[src/rtl/alu_pkg.sv]
// Shared types for the execute-stage ALU: opcode encoding and default datapath width.
package alu_pkg;

   localparam int ALU_WIDTH = 64;

   typedef enum logic [2:0] {
      OP_PASSB = 3'b000,
      OP_ZERO0 = 3'b001,
      OP_ADD   = 3'b010,
      OP_SUB   = 3'b011,
      OP_AND   = 3'b100,
      OP_OR    = 3'b101,
      OP_XOR   = 3'b110,
      OP_ZERO1 = 3'b111
   } alu_op_e;

   // Only ADD and SUB drive the carry/overflow flags.
   function automatic logic is_arith(input alu_op_e op);
      return (op == OP_ADD) || (op == OP_SUB);
   endfunction

endpackage

[src/rtl/alu_if.sv]
// Operation request / registered result bundle between the issue logic and alu_core.
interface alu_if
   import alu_pkg::*;
#(
   parameter int WIDTH = ALU_WIDTH
);
   logic             in_valid;
   logic [WIDTH-1:0] a;
   logic [WIDTH-1:0] b;
   logic [2:0]       sel;
   logic [WIDTH-1:0] result;
   logic             out_valid;
   logic             flag_n;
   logic             flag_z;
   logic             flag_c;
   logic             flag_v;

   modport master (
      output in_valid, a, b, sel,
      input  result, out_valid, flag_n, flag_z, flag_c, flag_v
   );

   modport slave (
      input  in_valid, a, b, sel,
      output result, out_valid, flag_n, flag_z, flag_c, flag_v
   );
endinterface

[src/rtl/alu_add_sub.sv]
// One bit of the ripple adder; sub inverts b so that a chain with cin[0]=1 subtracts.
module add_sub (
   output logic sum,
   output logic cout,
   input  logic cin,
   input  logic a,
   input  logic b,
   input  logic sub
);
   logic b_eff;

   assign b_eff = b ^ sub;
   assign sum   = a ^ b_eff ^ cin;
   assign cout  = (a & b_eff) | (cin & (a ^ b_eff));
endmodule

[src/rtl/alu_core.sv]
// Registered ALU for the execute stage: ripple add/sub plus logic ops, one-cycle latency.
// Define ALU_FLAGS_EN to build the N/Z/C/V flag registers; otherwise flags read as 0.
module alu_core
   import alu_pkg::*;
#(
   parameter int WIDTH = ALU_WIDTH
) (
   input  logic  clk,
   input  logic  rst_n,
   alu_if.slave  bus
);
   alu_op_e          op;
   logic [WIDTH-1:0] cin_w;
   logic [WIDTH-1:0] sum_w;
   logic [WIDTH-1:0] result_d;
   logic [WIDTH-1:0] result_q;
   logic             out_valid_q;
`ifdef ALU_FLAGS_EN
   logic             carry_msb;
`else
   logic             carry_unused;
`endif

   assign op       = alu_op_e'(bus.sel);
   assign cin_w[0] = bus.sel[0];

   for (genvar gi = 0; gi < WIDTH; gi++) begin : g_bit
      logic cout_bit;

      add_sub u_add_sub (
         .sum  (sum_w[gi]),
         .cout (cout_bit),
         .cin  (cin_w[gi]),
         .a    (bus.a[gi]),
         .b    (bus.b[gi]),
         .sub  (bus.sel[0])
      );

      if (gi < WIDTH - 1) begin : g_chain
         assign cin_w[gi+1] = cout_bit;
      end else begin : g_msb
`ifdef ALU_FLAGS_EN
         assign carry_msb = cout_bit;
`else
         assign carry_unused = cout_bit;
`endif
      end
   end

   // Both arithmetic opcodes share the adder output; sel[0] already picked add vs sub.
   always_comb begin
      result_d = '0;
      case (op)
         OP_PASSB: result_d = bus.b;
         OP_ADD,
         OP_SUB:   result_d = sum_w;
         OP_AND:   result_d = bus.a & bus.b;
         OP_OR:    result_d = bus.a | bus.b;
         OP_XOR:   result_d = bus.a ^ bus.b;
         default:  result_d = '0;
      endcase
   end

   always_ff @(posedge clk or negedge rst_n) begin
      if (!rst_n) begin
         result_q    <= '0;
         out_valid_q <= 1'b0;
      end else begin
         out_valid_q <= bus.in_valid;
         if (bus.in_valid) begin
            result_q <= result_d;
         end
      end
   end

   assign bus.result    = result_q;
   assign bus.out_valid = out_valid_q;

`ifdef ALU_FLAGS_EN
   logic [3:0] flags_d;
   logic [3:0] flags_q;
   logic       arith;

   assign arith = is_arith(op);

   // Overflow: carry into the sign bit differs from carry out of it.
   assign flags_d = {result_d[WIDTH-1],
                     (result_d == '0),
                     arith & carry_msb,
                     arith & (carry_msb ^ cin_w[WIDTH-1])};

   always_ff @(posedge clk or negedge rst_n) begin
      if (!rst_n) begin
         flags_q <= 4'b0000;
      end else if (bus.in_valid) begin
         flags_q <= flags_d;
      end
   end

   assign bus.flag_n = flags_q[3];
   assign bus.flag_z = flags_q[2];
   assign bus.flag_c = flags_q[1];
   assign bus.flag_v = flags_q[0];
`else
   assign bus.flag_n = 1'b0;
   assign bus.flag_z = 1'b0;
   assign bus.flag_c = 1'b0;
   assign bus.flag_v = 1'b0;
`endif

endmodule

[src/flat_wrapper.sv]
// flat-port wrapper written by rule: the top's interface ports become plain ports
module alu_core_flat import alu_pkg::*;
#(
   parameter int WIDTH = ALU_WIDTH
)
  (clk, rst_n, bus_in_valid, bus_a, bus_b, bus_sel, bus_result, bus_out_valid, bus_flag_n, bus_flag_z, bus_flag_c, bus_flag_v);
  alu_if #(.WIDTH(WIDTH)) bus_i ();
  input  logic clk;
  input  logic rst_n;
  input wire logic [$bits(bus_i.in_valid)-1:0] bus_in_valid;
  input wire logic [$bits(bus_i.a)-1:0] bus_a;
  input wire logic [$bits(bus_i.b)-1:0] bus_b;
  input wire logic [$bits(bus_i.sel)-1:0] bus_sel;
  output wire logic [$bits(bus_i.result)-1:0] bus_result;
  output wire logic [$bits(bus_i.out_valid)-1:0] bus_out_valid;
  output wire logic [$bits(bus_i.flag_n)-1:0] bus_flag_n;
  output wire logic [$bits(bus_i.flag_z)-1:0] bus_flag_z;
  output wire logic [$bits(bus_i.flag_c)-1:0] bus_flag_c;
  output wire logic [$bits(bus_i.flag_v)-1:0] bus_flag_v;
  assign bus_i.in_valid = bus_in_valid;
  assign bus_i.a = bus_a;
  assign bus_i.b = bus_b;
  assign bus_i.sel = bus_sel;
  assign bus_result = bus_i.result;
  assign bus_out_valid = bus_i.out_valid;
  assign bus_flag_n = bus_i.flag_n;
  assign bus_flag_z = bus_i.flag_z;
  assign bus_flag_c = bus_i.flag_c;
  assign bus_flag_v = bus_i.flag_v;
  alu_core #(.WIDTH(WIDTH)) u_core (.clk(clk), .rst_n(rst_n), .bus(bus_i));
endmodule
[config.mk]
export PLATFORM = sky130hd
export DESIGN_NAME = alu_core_flat
export DESIGN_NICKNAME = d
export VERILOG_FILES = /design/src/rtl/alu_pkg.sv /design/src/rtl/alu_if.sv /design/src/rtl/alu_add_sub.sv /design/src/rtl/alu_core.sv /design/src/flat_wrapper.sv
export SDC_FILE = /design/constraint.sdc
export NUM_CORES = 1
export LEC_CHECK = 0
export CAP_MARGIN = 20
export CELL_PAD_IN_SITES_DETAIL_PLACEMENT = 1
export CELL_PAD_IN_SITES_GLOBAL_PLACEMENT = 1
export CORE_ASPECT_RATIO = 1.25
export CORE_MARGIN = 10
export CORE_UTILIZATION = 30
export CTS_CLUSTER_DIAMETER = 40
export DETAILED_ROUTE_END_ITERATION = 16
export PLACE_DENSITY_LB_ADDON = 0.05
export SETUP_SLACK_MARGIN = 0.1
export SKIP_CTS_REPAIR_TIMING = 1
export SLEW_MARGIN = 40
export SYNTH_ARGS = -nofsm -noshare
export SYNTH_HDL_FRONTEND = slang
export SYNTH_SLANG_ARGS = --single-unit
[constraint.sdc]
create_clock -name clk -period 0.85 [get_ports clk]
set_input_delay 0.2125 -clock clk [delete_from_list [all_inputs] [get_ports clk]]
set_output_delay 0.2125 -clock clk [all_outputs]
set_load 0.01 [all_outputs]
==> results.md <==
Routing:
- For this run, the detailed router's first-pass iteration total came to 4.
- Using the TritonRoute via totals, the vias-per-cell ratio works out to 4.97.
- The number of design-rule violations left by the first detailed-router iteration is 234.
- The DRC violation count after routing is 0.
- The post-detailed-route count of antenna-violating nets is 0.
- The final wirelength is 35200 µm.
- The routed via count is 8156.
- In the final routed layout, each cell accounts on average for 21.5 µm.

Synth:
- The number of distinct library cells after synthesis is 40.
- After synthesis, the share of flip-flops with an asynchronous set or reset is 100%.
- Of the post-synthesis cell area, the dominant cell type holds 18.7%.
- The sequential-to-total area share from yosys stat is 18.7%.
- Averaged over all synthesized cells, the footprint is 9.46 µm².
- In the post-synthesis netlist, the biggest area contributors are dfrtp_1 (19%), ha_1 (18%), fa_1 (14%).
- The most used flip-flop cell after synthesis is dfrtp_1.
- The synthesized design contains 65 register bits.
- The Yosys step of the flow raised 0 warnings.
- The biggest area contributor in the post-synthesis netlist is dfrtp_1.
- After technology mapping, the gate count stands at 917.
- In this run, synthesis inferred 0 flip-flops with an integrated enable.
- The cell area after synthesis is 8680 µm².

Power:
- The internal power summed over all cells is 10.7 mW.
- In this run, flip-flops and latches consume 23.4% of the power.
- For this design the static power due to leakage is 6.41 nW.
- The switching power share of the total is 35.7%.
- The power density over the cells is 1240 nW/µm².
- The design draws 16.6 mW.
- Combinational logic burns 51.6% of the power.
- The peak ir drop on the vdd network is 0.872 mV.
- Summed over all nets, the switching power comes to 5.94 mW.
- The clock network burns 25.0% of the power.

Worst setup path:
- Measured in cells, the most critical reg-to-reg path has a length of 3.
- The setup path with the least slack is of type input pin to flip-flop.
- The register-to-register path setup slack is -0.14 ns.
- The worst setup path is launched from an input pin.
- In this run the worst setup path terminates at u_core.bus.result[63].
- STA puts the critical path data required time at 1.09 ns.
- Data arrives at the worst endpoint at 24.90 ns.
- The slowest library cell on the worst path is fa_2.
- Of all nets on the critical path, the largest fanout is 2.
- The most critical setup path has its startpoint at bus_b[1].
- In this run the critical register-to-register path is captured at u_core.bus.result[62].
- The startpoint identified for the worst register-to-register timing path is u_core.bus.result[62].
- On the worst path, the slowest cell contributes a delay of 0.46 ns.
- By instance count, the cell type seen most on the critical path is fa_2.
- Broken down by cell family, the worst path's largest delay share belongs to adder cells.
- The sum of buffers and inverters on the critical path is 2.
- In this run the number of cells on the critical path is 69.
- The kind of end point of the critical path is a flip-flop.

GRT:
- The initial antenna violation count is 0.
- The first-pass GRT wire length is 51900 µm.
- Entering global routing, the biggest net connects 43 pins.
- In the global route stage, overall resource usage came out at 18.9%.
- For this run the aggregate overflow at the end of global routing stands at 0.
- The number of global-route vias before repair is 8912.

Finish:
- The final core utilization is 47.0%.
- Cells with a size suffix above 1 make up 35.5% of the layout.
- The number of diodes is 0.
- The filler cells instantiated in the layout total 3246.
- In the layout the commonest cells are buf_4 (193), inv_1 (129), ha_1 (128).
- The layout-stage area growth over the synthesis result is 54.3%.
- After the last flow step, the layout net total stands at 1604.
- The commonest non-fill, non-tap cell in the layout is buf_4.
- Registers take 1630 µm².
- In the final layout, the multi-input gates occupy 6670 µm².

Clock network:
- The maximum level of the CTS H-tree is 3.
- The library cell used as clock root buffer is clkbuf_16.
- The maximum clock path buffer count is 2.
- Clock-pin slew was measured on the worst setup and hold paths at 0.06 ns.
- The CTS tree is yes.
- Counting every sink on the clock net gives 65.
- The clock reaches the later pin of the worst-skew pair after 0.35 ns.
- The number of buffers inserted during clock tree synthesis is 9.

Timing:
- The final number of hold-violating endpoints is 0.
- On the final layout, the worst clock skew is 0 ns.
- At the pin with the least slew margin, the transition time is 0.638 ns.
- The share of the cycle needed by the critical path after routing is 2900%.
- The shortest period the worst path allows is 24.67 ns.
- Setup violations remaining at the end of the flow were counted as 129.
- The remaining max-slew budget at the tightest pin is 57.4%.
- The least setup slack across all paths after layout is -23.82 ns.
- Hold is met by 0.300 ns.
- The count of final max-slew check failures is 0.
- Setup repair after global routing could not meet its margin everywhere.
- For this run, the top clock speed supported by timing is 40.5 MHz.

Job:
- Max-cap violations in this run came to 0.

Die:
- In this run the count of I/O pins placed on the die edge is 203.
- Once the floorplan was initialized, standard cells occupied 30.5% of the core.
- The overall die area is 36200 µm².
- In this run the core area contains 69 standard-cell rows.
- From bottom edge to top edge, the die measures 210 µm.
- The die is 172 µm wide.
- The placeable core region is 28500 µm².

Min path:
- The worst min-delay path category is input pin to flip-flop.

Status:
- The flow ran to the end, but the final reports show violations.
- The final reports fail on negative setup slack.

Placement:
- The final weighted congestion of routability-driven global placement is 0.811.
- Detailed placement ended at an HPWL of 27400 µm.
- The number of I/O port buffers is 198.
logic make-up (layout without fill, tap and decap cells):
family	after synthesis	in the layout	synth area share (%)
other	1	4	0.0432
buffers and inverters	201	566	10.5
flip-flops	65	65	18.7
AND/OR/NAND/NOR	113	113	6.06
AO/OA/AOI/OAI	244	244	20.9
adder cells (fa/ha/maj)	190	190	32.8
multiplexers	38	38	4.44
XOR/XNOR	65	65	6.56
Yosys cell counts (5+ instances only):
library cell,n
inv_1,132
ha_1,128
a21oi_1,76
dfrtp_1,65
fa_1,62
xor2_1,60
nor2_1,48
mux2i_1,34
nand2_1,33
a22oi_1,27
o211ai_1,27
o22a_1,27
o221ai_1,26
a22o_1,24
nor2b_1,23
buf_2,21
buf_4,17
clkbuf_1,16
o2bb2ai_1,12
a221oi_2,10
a31oi_1,10
buf_6,7
buf_1,5
xnor2_1,5
registers in the layout, summed over array words and instances, names as in the netlist:
name	flops
u_core.bus.result	64
u_core.bus.out_valid	1
metrics by stage:
| step | std cells | TNS, ns | setup WS (ns) | cell area (µm²) |
|---|---|---|---|---|
| floorplan | 920 | -780.37 | -23.22 | 8870 |
| global placement | 1589 | -833.56 | -24.11 | 12500 |
| detailed placement | 1590 | -840.43 | -24.35 | 12500 |
| CTS | 1606 | -845.17 | -24.09 | 12800 |
| global route | 1640 | -824.73 | -24.35 | 13400 |
| finish | 1640 | -804.73 | -23.82 | 13400 |
worst min-delay path by stage:
| stage | endpoint | from | cells after the start |
|---|---|---|---|
| floorplan | u_core.bus.out_valid | rst_n | 0 |
| global placement | u_core.bus.result[43] | rst_n | 2 |
| detailed placement | u_core.bus.result[43] | rst_n | 2 |
| CTS | u_core.bus.result[43] | rst_n | 2 |
| global route | u_core.bus.out_valid | bus_in_valid | 2 |
| finish | u_core.bus.out_valid | bus_in_valid | 2 |
metal layers:
metal | share of wire [%] | global-route usage (%) | wire length (µm) | vias up
met1 | 39 | 20.6 | 13600 | 4110
met4 | 2.7 | 6.94 | 952 | 0
met3 | 4.8 | 3.81 | 1700 | 34
met2 | 54 | 35.0 | 19000 | 158
li1 | - | - | - | 3854
met5 | 0 | 0 | 0 | -
power by group through the flow:
stage,clock [mW],sequential (mW),combinational (mW)
finish,4.16,3.89,8.59
detailed placement,0,3.91,7.96
CTS,4.28,3.86,8.00
global placement,0,3.91,7.84
floorplan,0,4.06,3.45
global route,4.39,3.93,9.44
layout make-up:
type / count / area share [%]
clock buffer: 14 / 2.05
clock inverter: 2 / 0.262
inverter: 133 / 3.73
multi-input combinational: 654 / 49.8
sequential: 65 / 12.2
tap: 355 / 3.32
timing repair buffer: 417 / 28.7
Note: power is estimated with default switching activity, not from simulation.
